<file path="config.mk">
export PLATFORM = sky130hd
export DESIGN_NAME = pwm_multi_channel
export DESIGN_NICKNAME = d
export VERILOG_FILES = /design/src/rtl/pwm_pkg.sv /design/src/rtl/pwm_prescaler.sv /design/src/rtl/pwm_multi_channel.sv
export SDC_FILE = /design/constraint.sdc
export NUM_CORES = 1
export LEC_CHECK = 0
export ABC_AREA = 1
export CAP_MARGIN = 30
export CELL_PAD_IN_SITES_DETAIL_PLACEMENT = 2
export CELL_PAD_IN_SITES_GLOBAL_PLACEMENT = 2
export CORE_MARGIN = 2
export CORE_UTILIZATION = 25
export DETAILED_ROUTE_END_ITERATION = 8
export PLACE_DENSITY_LB_ADDON = 0.05
export SLEW_MARGIN = 30
export SYNTH_ARGS = -nofsm -noshare
export SYNTH_HDL_FRONTEND = slang
export SYNTH_HIERARCHICAL = 1
export SYNTH_SLANG_ARGS = --single-unit
export TNS_END_PERCENT = 50
</file>
<file path="constraint.sdc">
create_clock -name clk_i -period 3.8 [get_ports clk_i]
set_input_delay 0.76 -clock clk_i [delete_from_list [all_inputs] [get_ports clk_i]]
set_output_delay 0.76 -clock clk_i [all_outputs]
set_load 0.01 [all_outputs]
</file>
<file path="src/rtl/pwm_pkg.sv">
`default_nettype none
// ============================================================================
// Module   : pwm_pkg
// Brief    : Shared constants and types for the multi-channel PWM generator.
// Revision : 1.0
// ============================================================================
package pwm_pkg;

    localparam logic PWM_MODE_EDGE   = 1'b0;
    localparam logic PWM_MODE_CENTER = 1'b1;

    localparam int PWM_NUM_CH_DEF  = 4;
    localparam int PWM_RES_DEF     = 32;
    localparam int PWM_PRESC_W_DEF = 16;

    typedef enum logic {
        DIR_UP   = 1'b0,
        DIR_DOWN = 1'b1
    } pwm_dir_e;

endpackage
`default_nettype wire

</file>
<file path="src/rtl/pwm_prescaler.sv">
`default_nettype none
// ============================================================================
// Module   : pwm_prescaler
// Brief    : Timebase tick generator, one tick every prescale_i+1 clocks.
// Revision : 1.0
// ============================================================================
module pwm_prescaler #(
    parameter int PRESC_W = 16
) (
    input  logic               clk_i,
    input  logic               rst_i,
    input  logic               enable_i,
    input  logic [PRESC_W-1:0] prescale_i,
    output logic               tick_o
);

    logic [PRESC_W-1:0] presc_cnt_q;
    logic [PRESC_W-1:0] presc_cnt_d;

    assign tick_o = enable_i && (presc_cnt_q == prescale_i);

    // A prescale value lowered below the running count wraps silently, no tick.
    always_comb begin
        presc_cnt_d = presc_cnt_q + 1'b1;
        if (!enable_i || (presc_cnt_q >= prescale_i)) begin
            presc_cnt_d = '0;
        end
    end

    always_ff @(posedge clk_i) begin
        if (rst_i) begin
            presc_cnt_q <= '0;
        end else begin
            presc_cnt_q <= presc_cnt_d;
        end
    end

endmodule
`default_nettype wire

</file>
<file path="src/rtl/pwm_multi_channel.sv">
`default_nettype none
// ============================================================================
// Module   : pwm_multi_channel
// Brief    : Shared-timebase PWM with NUM_CH compare channels, edge/center
//            counting and double-buffered mode/period/duty.
// Revision : 1.0
// ============================================================================
module pwm_multi_channel
    import pwm_pkg::*;
#(
    parameter int NUM_CH  = PWM_NUM_CH_DEF,
    parameter int RES     = PWM_RES_DEF,
    parameter int PRESC_W = PWM_PRESC_W_DEF
) (
    input  logic                  clk_i,
    input  logic                  rst_i,
    input  logic                  enable_i,
    input  logic                  mode_i,
    input  logic [RES-1:0]        period_i,
    input  logic [PRESC_W-1:0]    prescale_i,
    input  logic [NUM_CH*RES-1:0] duty_i,
    input  logic [NUM_CH-1:0]     polarity_i,
    input  logic                  load_i,
    output logic                  update_pending_o,
    output logic [NUM_CH-1:0]     pwm_o,
    output logic                  period_end_o,
    output logic [RES-1:0]        counter_o
);

    logic                  w_tick;
    logic                  w_boundary;
    logic                  w_apply;
    logic [NUM_CH-1:0]     w_raw;

    logic [RES-1:0]        cnt_q, cnt_d;
    pwm_dir_e              dir_q, dir_d;
    logic                  mode_q, sh_mode_q;
    logic [RES-1:0]        period_q, sh_period_q;
    logic [NUM_CH*RES-1:0] duty_q, sh_duty_q;
    logic                  pending_q, pending_d;
    logic [NUM_CH-1:0]     pwm_q;
    logic                  period_end_q;

    pwm_prescaler #(
        .PRESC_W (PRESC_W)
    ) u_presc (
        .clk_i      (clk_i),
        .rst_i      (rst_i),
        .enable_i   (enable_i),
        .prescale_i (prescale_i),
        .tick_o     (w_tick)
    );

    always_comb begin
        cnt_d      = cnt_q;
        dir_d      = dir_q;
        w_boundary = 1'b0;
        if (!enable_i) begin
            cnt_d = '0;
            dir_d = DIR_UP;
        end else if (w_tick) begin
            if (mode_q == PWM_MODE_EDGE) begin
                dir_d = DIR_UP;
                if (cnt_q >= period_q) begin
                    cnt_d      = '0;
                    w_boundary = 1'b1;
                end else begin
                    cnt_d = cnt_q + 1'b1;
                end
            end else if (dir_q == DIR_UP) begin
                if (period_q == '0) begin
                    cnt_d      = '0;
                    w_boundary = 1'b1;
                end else if (cnt_q >= period_q) begin
                    // With period 1 the turnaround is itself the 1->0 step.
                    if (cnt_q <= 1) begin
                        cnt_d      = '0;
                        w_boundary = 1'b1;
                    end else begin
                        cnt_d = cnt_q - 1'b1;
                        dir_d = DIR_DOWN;
                    end
                end else begin
                    cnt_d = cnt_q + 1'b1;
                end
            end else begin
                if (cnt_q <= 1) begin
                    cnt_d      = '0;
                    dir_d      = DIR_UP;
                    w_boundary = 1'b1;
                end else begin
                    cnt_d = cnt_q - 1'b1;
                end
            end
        end
    end

    // A load on the boundary tick is applied only at the following boundary.
    assign w_apply = pending_q && (w_boundary || !enable_i);

    always_comb begin
        pending_d = pending_q;
        if (w_apply) pending_d = 1'b0;
        if (load_i)  pending_d = 1'b1;
    end

    generate
        for (genvar c = 0; c < NUM_CH; c++) begin : g_ch
            assign w_raw[c] = (cnt_q < duty_q[c*RES +: RES]);
        end
    endgenerate

    always_ff @(posedge clk_i) begin
        if (rst_i) begin
            cnt_q        <= '0;
            dir_q        <= DIR_UP;
            mode_q       <= PWM_MODE_EDGE;
            period_q     <= '0;
            duty_q       <= '0;
            sh_mode_q    <= PWM_MODE_EDGE;
            sh_period_q  <= '0;
            sh_duty_q    <= '0;
            pending_q    <= 1'b0;
            pwm_q        <= '0;
            period_end_q <= 1'b0;
        end else begin
            cnt_q        <= cnt_d;
            dir_q        <= dir_d;
            pending_q    <= pending_d;
            period_end_q <= w_boundary;
            pwm_q        <= enable_i ? (w_raw ^ polarity_i) : polarity_i;
            if (w_apply) begin
                mode_q   <= sh_mode_q;
                period_q <= sh_period_q;
                duty_q   <= sh_duty_q;
            end
            if (load_i) begin
                sh_mode_q   <= mode_i;
                sh_period_q <= period_i;
                sh_duty_q   <= duty_i;
            end
        end
    end

    assign update_pending_o = pending_q;
    assign pwm_o            = pwm_q;
    assign period_end_o     = period_end_q;
    assign counter_o        = cnt_q;

endmodule
`default_nettype wire

</file>
# Yosys cells after proc, flatten, opt, wreduce, memory -nomap -nowiden
# Index checks and enable logic that the tools add are counted.
# Widths: inputs -> output; s select.
[op_classes] magnitude_cmp=7 mux=22 addsub=3 n_reduce_logical=9 n_eq_ne=1 n_bitwise=2
[ops] operator="$mux 32" count=6
[ops] operator="$lt 32x32->1" count=4
[ops] operator="$add 32x1->32 const B" count=1
[ops] operator="$ge 32x32->1" count=1
[ops] operator="$le 32x1->1 const B" count=1
[ops] operator="$logic_not 32->1" count=1
[ops] operator="$sub 32x1->32 const B" count=1
[ops] operator="$add 16x1->16 const B" count=1
[ops] operator="$eq 16x16->1" count=1
[ops] operator="$ge 16x16->1" count=1
[ops] operator="$mux 1" count=15
[ops] operator="$mux 4" count=1
[ops] operator="$reduce_or 2->1" count=2
[ops] operator="$xor 4x4->4" count=1
[ops] operator="$logic_and 1x1->1" count=2
[ops] operator="$logic_or 1x1->1" count=2
[ops] operator="$reduce_bool 2->1" count=1
[ops] operator="$logic_not 1->1" count=1
[ops] operator="$not 1->1" count=1
[totals] wordCells=56 in_bits=185 out_inout_bits=38 reg_bits=377

# Depth between registers and ports, before layout
[depth] ltp_word=12 ltp_mapped=20 ltp_nobuf=18

# By module
# Netlist, hierarchy kept.
[modules_own_cells] module="pwm_multi_channel" seq_area_each_um2=7226.9 cells_per_inst=2812 area_per_inst_um2=19723.9 n_inst=1
[modules_own_cells] module="pwm_prescaler" seq_area_each_um2=320.3 cells_per_inst=192 area_per_inst_um2=1283.7 n_inst=1

# Worst setup path before layout
# OpenSTA, ideal clock, no wires.
[synth_path] kind="input to register" from="input port prescale_i[15]" to="register duty_q[33]" setup_ns=0.115 path_stages=18 t_arrival_ns=2.700 path_slack_ns=0.985 path_buffers=3 required_time_ns=3.685 path_cell_list="inv_1 > ha_1 > nand2_1 > inv_1 > nand2_2 > inv_1 > nand4_1 > nor4_1 > clkbuf_1 > inv_1 > a21oi_1 > nand2_1 > nand3_4 > buf_6 > buf_4 > nand3_1 > nand2_1 > nor2_1"
[synth_between] elab_chain_len=6
[synth_rtl] item="from (decl)" line="pwm_multi_channel.sv:20" text="input logic [PRESC_W-1:0] prescale_i,"
[synth_rtl] item="$eq 16x16->1" line="pwm_prescaler.sv:20" text="assign tick_o = enable_i && (presc_cnt_q == prescale_i);"
[synth_rtl] item="$logic_and 1x1->1" line="pwm_prescaler.sv:20"
[synth_rtl] item="named net w_tick" line="pwm_multi_channel.sv:30" text="logic w_tick;"
[synth_rtl] item="$mux 1" line="pwm_multi_channel.sv:61" text="end else if (w_tick) begin"
[synth_rtl] item="$mux 1" line="pwm_multi_channel.sv:58" text="if (!enable_i) begin"
[synth_rtl] item="$logic_or 1x1->1" line="pwm_multi_channel.sv:99" text="assign w_apply = pending_q && (w_boundary || !enable_i);"
[synth_rtl] item="$logic_and 1x1->1" line="pwm_multi_channel.sv:99"
[synth_rtl] item="to (signal assigned)" line="pwm_multi_channel.sv:135" text="duty_q <= sh_duty_q;"
[synth_rtl] item="to (decl)" line="pwm_multi_channel.sv:39" text="logic [NUM_CH*RES-1:0] duty_q, sh_duty_q;"
# The timed path passes the listed nets, and every way through them passes these cells.
# A chain may end at the register's enable or synchronous reset.

# Final worst setup path
[layout_path] from="register cnt_q[1] (netlist: counter_o[1])" to="register duty_q[51]"
[layout_between] elab_chain_len=10 elab_cells_between_ends=12 classes_between="order compare (2); mux (8); reduce/logical (2)"
[layout_rtl] item="from (decl)" line="pwm_multi_channel.sv:35" text="logic [RES-1:0] cnt_q, cnt_d;"
[layout_rtl] item="from (signal assigned)" line="pwm_multi_channel.sv:127" text="cnt_q <= cnt_d;"
[layout_rtl] item="$le 32x1->1" line="pwm_multi_channel.sv:76, pwm_multi_channel.sv:87"
[layout_rtl] item="$mux 1" line="pwm_multi_channel.sv:76, pwm_multi_channel.sv:87"
[layout_rtl] item="$mux 1" line="pwm_multi_channel.sv:74" text="end else if (cnt_q >= period_q) begin"
[layout_rtl] item="$mux 1" line="pwm_multi_channel.sv:71" text="if (period_q == '0) begin"
[layout_rtl] item="$mux 1" line="pwm_multi_channel.sv:70" text="end else if (dir_q == DIR_UP) begin"
[layout_rtl] item="$mux 1 (*)" line="pwm_multi_channel.sv:62" text="if (mode_q == PWM_MODE_EDGE) begin"
[layout_rtl] item="$mux 1 (*)" line="pwm_multi_channel.sv:61"
[layout_rtl] item="$mux 1 (*)" line="pwm_multi_channel.sv:58"
[layout_rtl] item="$logic_or 1x1->1 (*)" line="pwm_multi_channel.sv:99"
[layout_rtl] item="$logic_and 1x1->1 (*)" line="pwm_multi_channel.sv:99"
# Mark *: on every way between the ends. The rest lies on a longest branch, timed or not.

==> out/qor.txt <==
Outcome: complete, no violations
Most frequent cells in the layout: a21oi_1, inv_1, nand2_1
Critical path's slowest cell: dfxtp_1
Worst-path fanout max: 45
Router iterations before antenna repair: 5
Clock share of power: 0.454
Top_reg_cell synth: dfxtp_1
Clk_lat worst skew: 0.61 ns
Share of cells above drive strength 1: 0.06250
Post-CTS Setup Bufs: 0
CP startpoint kind: register
Drt initial violations: 733
Switch share: 0.2695
HP Start: sh_duty_q[90]$_SDFFE_PP0P_
Netlist Area Pre-Place: 21010 um^2
Synthesis Warnings: 6
Initial antenna violation count: 6
Pwr Density: 390.7 nW/um^2
CP max stage delay: 0.64 ns
Avg Inst Size Synth: 6.993 um^2
Worst endpoint required time: 4.26 ns
Layout Nets: 3557
Syn Nets: 3365
Starting Density: 0.2518
Num rows: 106
Post-Syn Instances: 3004
Final Max Slew Viols: 0
Part of the cycle the worst path needs: 0.8067
Critical path class: reg2reg
Max_cap viols: 0
Reg2reg start: counter_o[1]$_SDFFE_PP0P_
Place WS: 0.2509 ns
CTS tree: done
Total track usage: 0.1969
Cell chain of the critical path: ha_1, nand2_1, nand2_1, nand2_1, nand2_1, nand2_1, nand2_1, nand2_1, nand2_1, nand2_1, nand2_1, nand2_1, nand3_4, buf_12, buf_4, a21oi_1, nor2_1
WP data arrival: 3.53 ns
DR DRC count: 0
Clk slew on worst S/H paths: 0.06 ns
Worst Setup SP: counter_o[1]$_SDFFE_PP0P_
Root Buffer: clkbuf_16
Cell variety after synth: 40
Layout area overhead: 24.60%
FF-to-FF End: duty_q[51]$_SDFFE_PP0P_
Routability Congestion: 0.8508
Rel. slew slack: 0.3929
Setup Viol. Count Final: 0
Seq cells post-synth: 377
DP Wirelength: 64000 um
Critical Path Sink: duty_q[51]$_SDFFE_PP0P_
Core area: 83420 um^2
Clock Path Buffers: 3
Horiz. Die Dim: 293.9 um
Port-buffer cells: 222
Worst Max-Slew Pin Slew: 0.9106 ns
Crit end category: register
DIE HEIGHT: 293.9 um
Sequential Power Share: 0.418
Ys async rst share: 0
LEAKAGE: 11.26 nW
CTS Sinks: 377
Seq/Total Area, Yosys: 0.3593
TritonCTS Buffers: 48
Antenna viol nets, final: 0
Vias per cell: 4.763
R2R depth: 17
Final min period: 3.066 ns
DR WL/cell: 19.78 um
TNS Setup: 0 ns
Top cells by area, synth: dfxtp_1, a21oi_1, ha_1
Unrepaired setup endpoints after global routing: false
Final Hold Fails: 0
Top-area cell type share of the netlist area: 0.3593
Overall power: 10.23 mW
Synth area leader: dfxtp_1
Gate power share: 0.128
# hold bufs at CTS: 0
Crit path top cell by count: nand2_1
Final setup margin: 0.7344 ns
Vias in the first global route: 22190
Most common cell after layout, fill and taps aside: a21oi_1
GRT overflow: 0
Routed wire length: 85310 um
Fmax: 0.3262 GHz
Largest net degree at the start of global routing: 176
EDFF count, synth: 0
Pint: 7.471 mW
Worst Skew: 0.04303 ns
Number of H-tree levels: 2
Die ar.: 86370 um^2
First-pass GRT wire length: 131700 um
HP Class: reg2reg
Via Count: 20540
I/O pin cnt: 223
CTS resizes: 0
VDD IR-drop max: 0.0002759 V
R2R Setup Slk: 0.73 ns
Switching pwr: 2.757 mW
-- kinds of logic (layout without fill, tap and decap cells) --
| family | Yosys count | after routing | share of synthesized area |
|---|---|---|---|
| AND/OR/NAND/NOR | 1044 | 1044 | 0.2106 |
| AO/OA/AOI/OAI | 720 | 720 | 0.1747 |
| other | 0 | 1 | 0 |
| flip-flops | 377 | 377 | 0.3593 |
| adder cells (fa/ha/maj) | 176 | 176 | 0.1048 |
| buffers and inverters | 624 | 852 | 0.1244 |
| XOR/XNOR | 63 | 63 | 0.02627 |
-- power by group through the flow --
stage / Combinational, mW / Clock, mW / Sequential, mW
floorplan: 0.801 / 0 / 4.33
global placement: 1.28 / 0 / 4.36
detailed placement: 1.34 / 0 / 4.37
CTS: 1.34 / 4.83 / 4.28
global route: 1.50 / 5.00 / 4.30
finish: 1.31 / 4.64 / 4.28
-- synthesized netlist by cell type (26+ instances only) --
master,n
xor2_1,48
nor2_1,323
inv_1,443
a21oi_1,445
ha_1,176
buf_6,28
nand4_1,26
nand3_1,206
o21ai_0,246
dfxtp_1,377
nand2_1,432
clkbuf_1,110
-- registers in the layout (all words and copies together), names as in the netlist --
register and count:
duty_q 128, sh_duty_q 128, counter_o 32, period_q 32
sh_period_q 32, u_presc/presc_cnt_q 16, pwm_o 4, dir_q 1
mode_q 1, period_end_o 1, sh_mode_q 1, update_pending_o 1
-- layout make-up --
class,count,area (um^2)
diodes,1,2.502
clock buffers,69,1401
clock inverters,17,202.7
fillers,9744,57250
inverters,452,1712
multi-input cells,2003,10850
flip-flops and latches,377,7551
well taps,1080,1351
repair buffers,314,3100
-- metrics by stage --
step / cells / instance area, um^2 / hold slack [ns] / utilization
global placement: 4226 / 24570 / 0.4478 / 0.2945
global route: 4312 / 26170 / 0.4698 / 0.3137
detailed placement: 4226 / 24570 / 0.4493 / 0.2945
finish: 4313 / 26180 / 0.4539 / 0.3138
CTS: 4312 / 26170 / 0.4585 / 0.3137
floorplan: 3004 / 21010 / 0.4301 / -
-- worst min path at each step --
stage,to,slack [ns],cells after the start
after floorplan,sh_duty_q[73]$_SDFFE_PP0P_,0.43,2
after global placement,sh_duty_q[88]$_SDFFE_PP0P_,0.45,2
after detailed placement,sh_duty_q[73]$_SDFFE_PP0P_,0.45,2
after CTS,sh_duty_q[73]$_SDFFE_PP0P_,0.46,2
after global routing,sh_duty_q[73]$_SDFFE_PP0P_,0.47,2
final,sh_duty_q[90]$_SDFFE_PP0P_,0.45,2
-- metal layers --
metal  up-vias  GRT usage  wire length (um)
met5         -          0                13
met4         2    0.03260              1049
met3        65    0.02085              2377
met2       237     0.3515             41900
met1     10130     0.2579             39970
li1      10100          -                 -
-- worst max-delay path: cells and delay by family (launching register included) --
kind | cells | cell delay, ns
flops | 1 | 0.64
buf+inv | 2 | 0.40
fa+ha+maj | 1 | 0.35
compound gates | 1 | 0.16
simple gates | 13 | 1.30
(Power assumes the default switching activity.)
